<file path="src/rtl/e203_itcm_ram_arb.sv">
// ITCM SRAM arbiter/sequencer: shares one single-port SRAM between IFU and LSU,
// one transaction outstanding, response hold, idle light-sleep. Macro: E203_ITCM_ARB_RR_EN.
module e203_itcm_ram_arb #(
  parameter int unsigned AW          = 13,
  parameter int unsigned DW          = 64,
  parameter int unsigned MW          = 8,
  parameter int unsigned STARVE_MAX  = 4,
  parameter int unsigned LS_IDLE_CYC = 16
) (
  input  logic          clk,
  input  logic          rst,
  input  logic          ifu_cmd_valid,
  output logic          ifu_cmd_ready,
  input  logic [AW-1:0] ifu_cmd_addr,
  output logic          ifu_rsp_valid,
  input  logic          ifu_rsp_ready,
  output logic [DW-1:0] ifu_rsp_rdata,
  input  logic          lsu_cmd_valid,
  output logic          lsu_cmd_ready,
  input  logic          lsu_cmd_read,
  input  logic [AW-1:0] lsu_cmd_addr,
  input  logic [DW-1:0] lsu_cmd_wdata,
  input  logic [MW-1:0] lsu_cmd_wmask,
  output logic          lsu_rsp_valid,
  input  logic          lsu_rsp_ready,
  output logic [DW-1:0] lsu_rsp_rdata,
  output logic          ram_cs,
  output logic          ram_we,
  output logic [AW-1:0] ram_addr,
  output logic [MW-1:0] ram_wem,
  output logic [DW-1:0] ram_din,
  input  logic [DW-1:0] ram_dout,
  output logic          ram_ls
);

  localparam int unsigned IDLE_CW     = 8;
  localparam logic [IDLE_CW-1:0] LS_LIM = IDLE_CW'(LS_IDLE_CYC);

  typedef enum logic [1:0] {ST_IDLE, ST_BUSY, ST_SLEEP, ST_WAKE} state_t;

  state_t              state_q, state_d;
  logic                owner_q, owner_d;   // 1 = LSU owns the outstanding response
  logic                wr_q, wr_d;
  logic                held_q, held_d;
  logic [DW-1:0]       hold_q, hold_d;
  logic [IDLE_CW-1:0]  idle_q, idle_d;

`ifdef E203_ITCM_ARB_RR_EN
  logic                last_q, last_d;     // 1 = LSU was granted last
`else
  localparam int unsigned STARVE_CW = 4;
  localparam logic [STARVE_CW-1:0] STARVE_LIM = STARVE_CW'(STARVE_MAX);
  logic [STARVE_CW-1:0] starve_q, starve_d;
`endif

  logic any_valid, busy, rsp_hs, can_grant, lsu_win, grant, gnt_lsu, gnt_ifu;
  logic [DW-1:0] rd_data;

  // Arbitration: grant only from IDLE or on the cycle the outstanding response retires
  always_comb begin
    any_valid = ifu_cmd_valid | lsu_cmd_valid;
    busy      = (state_q == ST_BUSY);
    rsp_hs    = busy & (owner_q ? lsu_rsp_ready : ifu_rsp_ready);
    can_grant = ~rst & ((state_q == ST_IDLE) | rsp_hs);
`ifdef E203_ITCM_ARB_RR_EN
    lsu_win   = lsu_cmd_valid & (~ifu_cmd_valid | ~last_q);
`else
    lsu_win   = lsu_cmd_valid & (~ifu_cmd_valid | (starve_q < STARVE_LIM));
`endif
    grant     = can_grant & any_valid;
    gnt_lsu   = grant & lsu_win;
    gnt_ifu   = grant & ~lsu_win;
  end

  // SRAM issue and response ports
  always_comb begin
    ifu_cmd_ready = gnt_ifu;
    lsu_cmd_ready = gnt_lsu;
    ram_cs        = grant;
    ram_we        = gnt_lsu & ~lsu_cmd_read;
    ram_addr      = gnt_lsu ? lsu_cmd_addr : (gnt_ifu ? ifu_cmd_addr : '0);
    ram_wem       = gnt_lsu ? lsu_cmd_wmask : '0;
    ram_din       = gnt_lsu ? lsu_cmd_wdata : '0;
    ram_ls        = (state_q == ST_SLEEP);
    rd_data       = held_q ? hold_q : ram_dout;
    ifu_rsp_valid = busy & ~owner_q;
    lsu_rsp_valid = busy & owner_q;
    ifu_rsp_rdata = ifu_rsp_valid ? rd_data : '0;
    lsu_rsp_rdata = (lsu_rsp_valid & ~wr_q) ? rd_data : '0;
  end

  always_comb begin
    state_d = state_q;
    owner_d = owner_q;
    wr_d    = wr_q;
    held_d  = held_q;
    hold_d  = hold_q;
    idle_d  = '0;
    case (state_q)
      ST_IDLE: begin
        if (grant) begin
          state_d = ST_BUSY;
        end else if (!any_valid) begin
          idle_d = (idle_q == LS_LIM) ? idle_q : idle_q + IDLE_CW'(1);
          if (idle_d == LS_LIM) state_d = ST_SLEEP;
        end
      end
      ST_BUSY: begin
        if (rsp_hs) begin
          held_d  = 1'b0;
          state_d = grant ? ST_BUSY : ST_IDLE;
        end else if (!held_q) begin
          // SRAM data is only valid one cycle; keep it while the owner stalls
          held_d = 1'b1;
          hold_d = ram_dout;
        end
      end
      ST_SLEEP: if (any_valid) state_d = ST_WAKE;
      ST_WAKE:  state_d = ST_IDLE;
      default:  state_d = ST_IDLE;
    endcase
    if (grant) begin
      owner_d = gnt_lsu;
      wr_d    = gnt_lsu & ~lsu_cmd_read;
      held_d  = 1'b0;
    end
  end

`ifdef E203_ITCM_ARB_RR_EN
  always_comb begin
    last_d = grant ? gnt_lsu : last_q;
  end

  always_ff @(posedge clk or posedge rst) begin
    if (rst) last_q <= 1'b0;
    else     last_q <= last_d;
  end
`else
  // Consecutive LSU wins while IFU is waiting
  always_comb begin
    starve_d = starve_q;
    if (!ifu_cmd_valid || gnt_ifu)            starve_d = '0;
    else if (gnt_lsu && (starve_q != '1))     starve_d = starve_q + STARVE_CW'(1);
  end

  always_ff @(posedge clk or posedge rst) begin
    if (rst) starve_q <= '0;
    else     starve_q <= starve_d;
  end
`endif

  always_ff @(posedge clk or posedge rst) begin
    if (rst) begin
      state_q <= ST_IDLE;
      owner_q <= 1'b0;
      wr_q    <= 1'b0;
      held_q  <= 1'b0;
      hold_q  <= '0;
      idle_q  <= '0;
    end else begin
      state_q <= state_d;
      owner_q <= owner_d;
      wr_q    <= wr_d;
      held_q  <= held_d;
      hold_q  <= hold_d;
      idle_q  <= idle_d;
    end
  end

endmodule

</file>
<file path="config.mk">
export PLATFORM = sky130hd
export DESIGN_NAME = e203_itcm_ram_arb
export DESIGN_NICKNAME = d
export VERILOG_FILES = /design/src/rtl/e203_itcm_ram_arb.sv
export SDC_FILE = /design/constraint.sdc
export NUM_CORES = 1
export LEC_CHECK = 0
export CELL_PAD_IN_SITES_DETAIL_PLACEMENT = 0
export CELL_PAD_IN_SITES_GLOBAL_PLACEMENT = 1
export CORE_AREA = 2 2 149 151
export CTS_CLUSTER_SIZE = 8
export DETAILED_ROUTE_END_ITERATION = 8
export DIE_AREA = 0 0 151 153
export HOLD_SLACK_MARGIN = 0.08
export PLACE_DENSITY_LB_ADDON = 0.05
export SYNTH_ARGS = -nofsm -noshare
export SYNTH_HDL_FRONTEND = slang
export SYNTH_SLANG_ARGS = --single-unit
</file>
<file path="constraint.sdc">
create_clock -name clk -period 5.86 [get_ports clk]
set_clock_uncertainty 0.1 [all_clocks]
set_input_delay 1.172 -clock clk [delete_from_list [all_inputs] [get_ports clk]]
set_output_delay 1.172 -clock clk [all_outputs]
set_load 0.05 [all_outputs]
</file>
Yosys cells after proc, flatten, opt, wreduce, memory -nomap -nowiden
Index checks and enable logic that the tools add are counted.
{"block": "totals", "register_bits": 81, "latchBits": 0, "mem_bits_rw": 0, "rom_bits": 0, "in_bits": 169, "output_inout_bits": 220, "wordCells": 72, "n_memories": 0}
{"block": "op_classes", "add_sub_neg": 2, "multipliers": 0, "n_div": 0, "order_cmp": 1, "n_eq_ne": 10, "shift": 0, "n_mux": 24, "bitwise_logic": 20, "reduce_logical": 8}
{"op": "$mux 64", "count": 4}
{"op": "$mux 8", "count": 5}
{"op": "$mux 13", "count": 2}
{"op": "$eq 8x5->1 const B", "count": 2}
{"op": "$and 1x1->1", "count": 10}
{"op": "$mux 2", "count": 5}
{"op": "$add 8x1->8 const B", "count": 1}
{"op": "$mux 4", "count": 2}
{"op": "$pmux 2 s4", "count": 1}
{"op": "$not 1->1", "count": 7}
{"op": "$mux 1", "count": 5}
{"op": "$add 4x1->4 const B", "count": 1}
{"op": "$eq 2x2->1 const B", "count": 2}
{"op": "$lt 4x3->1 const B", "count": 1}
{"op": "$ne 2x1->1 const B", "count": 2}
{"op": "$ne 4x4->1 const B", "count": 1}
{"op": "$reduce_and 4->1", "count": 1}
{"op": "$reduce_bool 2->1", "count": 2}
{"op": "$ne 3x2->1 const B", "count": 1}
{"op": "$ne 3x3->1 const B", "count": 1}
{"op": "$or 1x1->1", "count": 3}
{"op": "$eq 2x1->1 const B", "count": 1}
{"op": "$logic_not 2->1", "count": 1}
{"op": "$reduce_and 2->1", "count": 1}
{"op": "other kinds (3)", "count": 3}

Logic depth before layout (Yosys ltp)
{"block": "depth", "ltp_word": 9, "depth_mapped": 6, "ltp_nobuf": 6}

Least setup slack after synthesis
OpenSTA, ideal clock, no wires.
{"block": "synth_timing", "path_kind": "input -> output", "start": "in lsu_rsp_ready", "end": "out ram_cs", "t_arrival_ps": 3985, "required_time_ps": 4588, "slack_ps": 603, "stages": 2, "n_path_buf": 0, "cell_sequence": "mux2i_1 > a2111oi_0"}
{"block": "synth_between", "elab_chain_len": 5}
{"item": "start, declared", "line": "25", "source": "input logic lsu_rsp_ready,"}
{"item": "$mux 1", "line": "63", "source": "rsp_hs = busy & (owner_q ? lsu_rsp_ready : ifu_rsp_ready);"}
{"item": "$and 1x1->1", "line": "63"}
{"item": "$or 1x1->1", "line": "64", "source": "can_grant = ~rst & ((state_q == ST_IDLE) | rsp_hs);"}
{"item": "$and 1x1->1", "line": "64"}
{"item": "$and 1x1->1", "line": "70", "source": "grant = can_grant & any_valid;"}
{"item": "end, declared", "line": "27", "source": "output logic ram_cs,"}
No other way between the ends.

Worst setup path in the final report
{"block": "layout_timing", "start": "in rst", "end": "out ram_wem[5]"}
{"block": "layout_between", "elab_chain_len": 5}
{"item": "start, declared", "line": "11", "source": "input logic rst,"}
{"item": "$not 1->1", "line": "64"}
{"item": "$and 1x1->1", "line": "64"}
{"item": "$and 1x1->1", "line": "70"}
{"item": "$and 1x1->1", "line": "71", "source": "gnt_lsu = grant & lsu_win;"}
{"item": "$mux 8", "line": "82", "source": "ram_wem = gnt_lsu ? lsu_cmd_wmask : '0;"}
{"item": "end, declared", "line": "30", "source": "output logic [MW-1:0] ram_wem,"}
No other way between the ends.

==> impl_metrics.yaml <==
power:
  combPwrFrac: 0.537
  clock_power_share: 0.181
  p_seq_frac: 0.282
  switching_power_mw: 1.40
  cellLeakagePower_nw: 3.83
  total_power_mw: 3.26
  switching_share: 0.429
  ir_drop_v: 0.000177
  p_int_mw: 1.86
  powerDensity_nw_per_um2: 339
setup_path:
  reg2reg_from: "owner_q"
  crit_chain: "clkdlybuf4s50_1 -> or3b_1 -> a211o_1 -> inv_2 -> buf_12 -> and2_1 -> clkdlybuf4s50_1"
  worstPathRequired_ns: 4.59
  critPathLaunchType: "primary input"
  critPathMostFrequentCell: "clkdlybuf4s50_1"
  cp-end-kind: "primary output"
  critPathMaxStageDelay_ns: 0.86
  critPathLaunch: "rst"
  crit_fanout: 35
  crit_slowest_cell: "clkdlybuf4s50_1"
  worstRegToRegCells: 5
  crit_type: "in -> out"
  cp.arrival_ns: 3.99
die:
  rows: 54
  core-area_um2: 21500
  die-area_um2: 23100
  pin_count: 389
  start_util: 0.242
  die_y_um: 153
  die_w_um: 151
finish:
  drive_above_1_share: 0.104
  final_cell_area_um2: 9620
  final_util: 0.448
  fin_nets: 1088
  syn_to_final_growth_pct: 84.9
placement:
  gp_congestion: 0.966
  dp_hpwl_um: 18200
  post_dp_cell_area_um2: 9310
  portBuffers: 388
cts:
  cts-buffers-inserted: 9
  cts_tree: "yes"
  clk_latency_ns: 0.34
  clock_sinks: 81
  cts_hold_buf: 0
  worst_setup_hold_path_clk_slew_ns: 0.06
  cts.repair.resized: 0
  postCtsSetupBuffers: 0
  root_buffer: "clkbuf_16"
  cts_max_path_buffers: 2
  htreeDepth: 3
synthesis:
  ys_ff_latch: 81
  synth_warnings: 0
  synthSimpleGateAreaFrac: 0.231
  syn_area_um2: 5200
  synthCells: 549
  async_flop_share: 1.00
  syn-num-nets: 721
  syn_avg_cell_area_um2: 9.48
  synth_most_common_cell: "nor2_1"
  synth-xor-area-share: 0.00842
  yosysTopAreaCell: "dfrtp_1"
  yosys-top-cells-area: "dfrtp_1 39%, mux2_2 14%, mux2i_1 13%"
  synth_top_family_by_area: "multiplexers"
  synth-compound-area-share: 0.0544
  synthAdderAreaFrac: 0.00722
  synth_top_area_share: 0.390
  synth_ff_type: "dfrtp_1"
  synth_edf_count: 0
  seq_area_frac_synth: 0.390
  synth.top_cells.by_count: "141 x nor2_1, 81 x dfrtp_1, 73 x and2_1, 65 x mux2i_1, 64 x mux2_2"
  muxShareOfSynthArea: 0.264
  ys_types: 47
timing:
  drv_slew: 0
  fin_crit_sh: 0.898
  min_period_ns: 5.27
  fmax_ghz: 0.190
  hold_violations: 0
  setup_violations: 0
  rsz0062_at_grt: "no"
  slew-limit-headroom: 0.251
  timing.setup.tns_ns: 0
  worstMarginPinSlew_ns: 1.10
hold_path:
  min_from: "hold_q[40]"
  holdPathStages: 1
  hold_path.class: "reg -> reg"
global_routing:
  grt_pass1_vias: 5135
  grt_antenna_before_repair: 3
  grt_pass1_wl_um: 32700
  overflow: 0
  grt_max_degree: 54
  grt.total_usage: 0.189
detailed_routing:
  drt_drc_violations_left: 0
  drt-vias-per-instance: 4.44
  finalWirelength_um: 22400
  vias: 5330
  drtIter0Drc: 217
  drtPass1Iterations: 4
  wl_per_cell_um: 18.7
  ant_nets: 0
job:
  maxCapViolCount: 0
status:
  status: "completed"
## routing by layer
metal | global-route usage | part of all wire | vias to the layer above | routed length [um]
met5 | 0 | 0.00062 | - | 14
met4 | 0.0423 | 0.016 | 2 | 364
met1 | 0.226 | 0.40 | 2534 | 8870
li1 | - | - | 2584 | -
met2 | 0.336 | 0.52 | 189 | 11600
met3 | 0.0528 | 0.072 | 21 | 1630
## final timing paths
path	slack, ns	endpoint
setup / recovery	0.59	ram_wem[5]
hold / removal	0.40	hold_q[40]
min in group asynchronous	1.27	idle_q[6]
hold reg to reg	0.40	hold_q[40]
setup reg to reg	3.06	hold_q[61]
max in group asynchronous	3.35	starve_q[2]
## worst max-delay path, delay by kind of cell
family                 cells  cell delay, ns
buffers and inverters      4            1.95
AOI/OAI and AO/OA          1            0.32
and+or+nand+nor            2            0.54
## cell families (layout without fill, tap and decap cells)
| family | after synthesis | after routing |
|---|---|---|
| other | 0 | 2 |
| adder cells (fa/ha/maj) | 3 | 3 |
| flip-flops | 81 | 81 |
| XOR/XNOR | 5 | 5 |
| multiplexers | 129 | 129 |
| buffers and inverters | 47 | 417 |
| AO/OA/AOI/OAI | 39 | 39 |
| AND/OR/NAND/NOR | 245 | 245 |
## stage by stage
step                hold WS, ns  cells  worst slack, ns
floorplan                 0.373    549            0.603
global placement          0.389   1185            0.579
detailed placement        0.395   1185            0.558
CTS                       0.409   1199            0.544
global route              0.417   1201            0.421
finish                    0.405   1201            0.595
## registers in the layout (all words and copies together) (netlist names)
signal,flops
hold_q,64
idle_q,8
starve_q,4
state_q,2
held_q,1
owner_q,1
wr_q,1
## final cells by class
class / count / area [um^2]
Antenna cell: 2 / 5.00
Clock buffer: 9 / 225
Clock inverter: 5 / 81.3
Sequential cell: 81 / 2030
Multi-Input combinational cell: 421 / 2940
Fill cell: 2081 / 11900
Tap cell: 280 / 350
Timing Repair Buffer: 395 / 3960
Inverter: 8 / 31.3
## cell usage in the layout, fill, tap and decap left out, types with 3 or more instances in the layout
cell type / instances
nor2_1: 141
buf_4: 7
clkdlybuf4s50_1: 386
xnor2_1: 3
and2_1: 73
mux2_2: 64
clkbuf_16: 9
o21ai_0: 7
ha_1: 3
a21oi_1: 7
inv_1: 6
or3_1: 3
dfrtp_1: 80
nor3b_1: 3
a22o_1: 13
mux2i_1: 65
nand2_1: 4
## power by group through the flow
stage	Combinational, mW	Sequential, mW	Clock [mW]
floorplan	1.24	0.870	0
global placement	1.75	0.926	0
detailed placement	1.77	0.937	0
CTS	1.77	0.926	0.612
global route	1.85	0.955	0.638
finish	1.75	0.921	0.592
(Power assumes the default switching activity.)
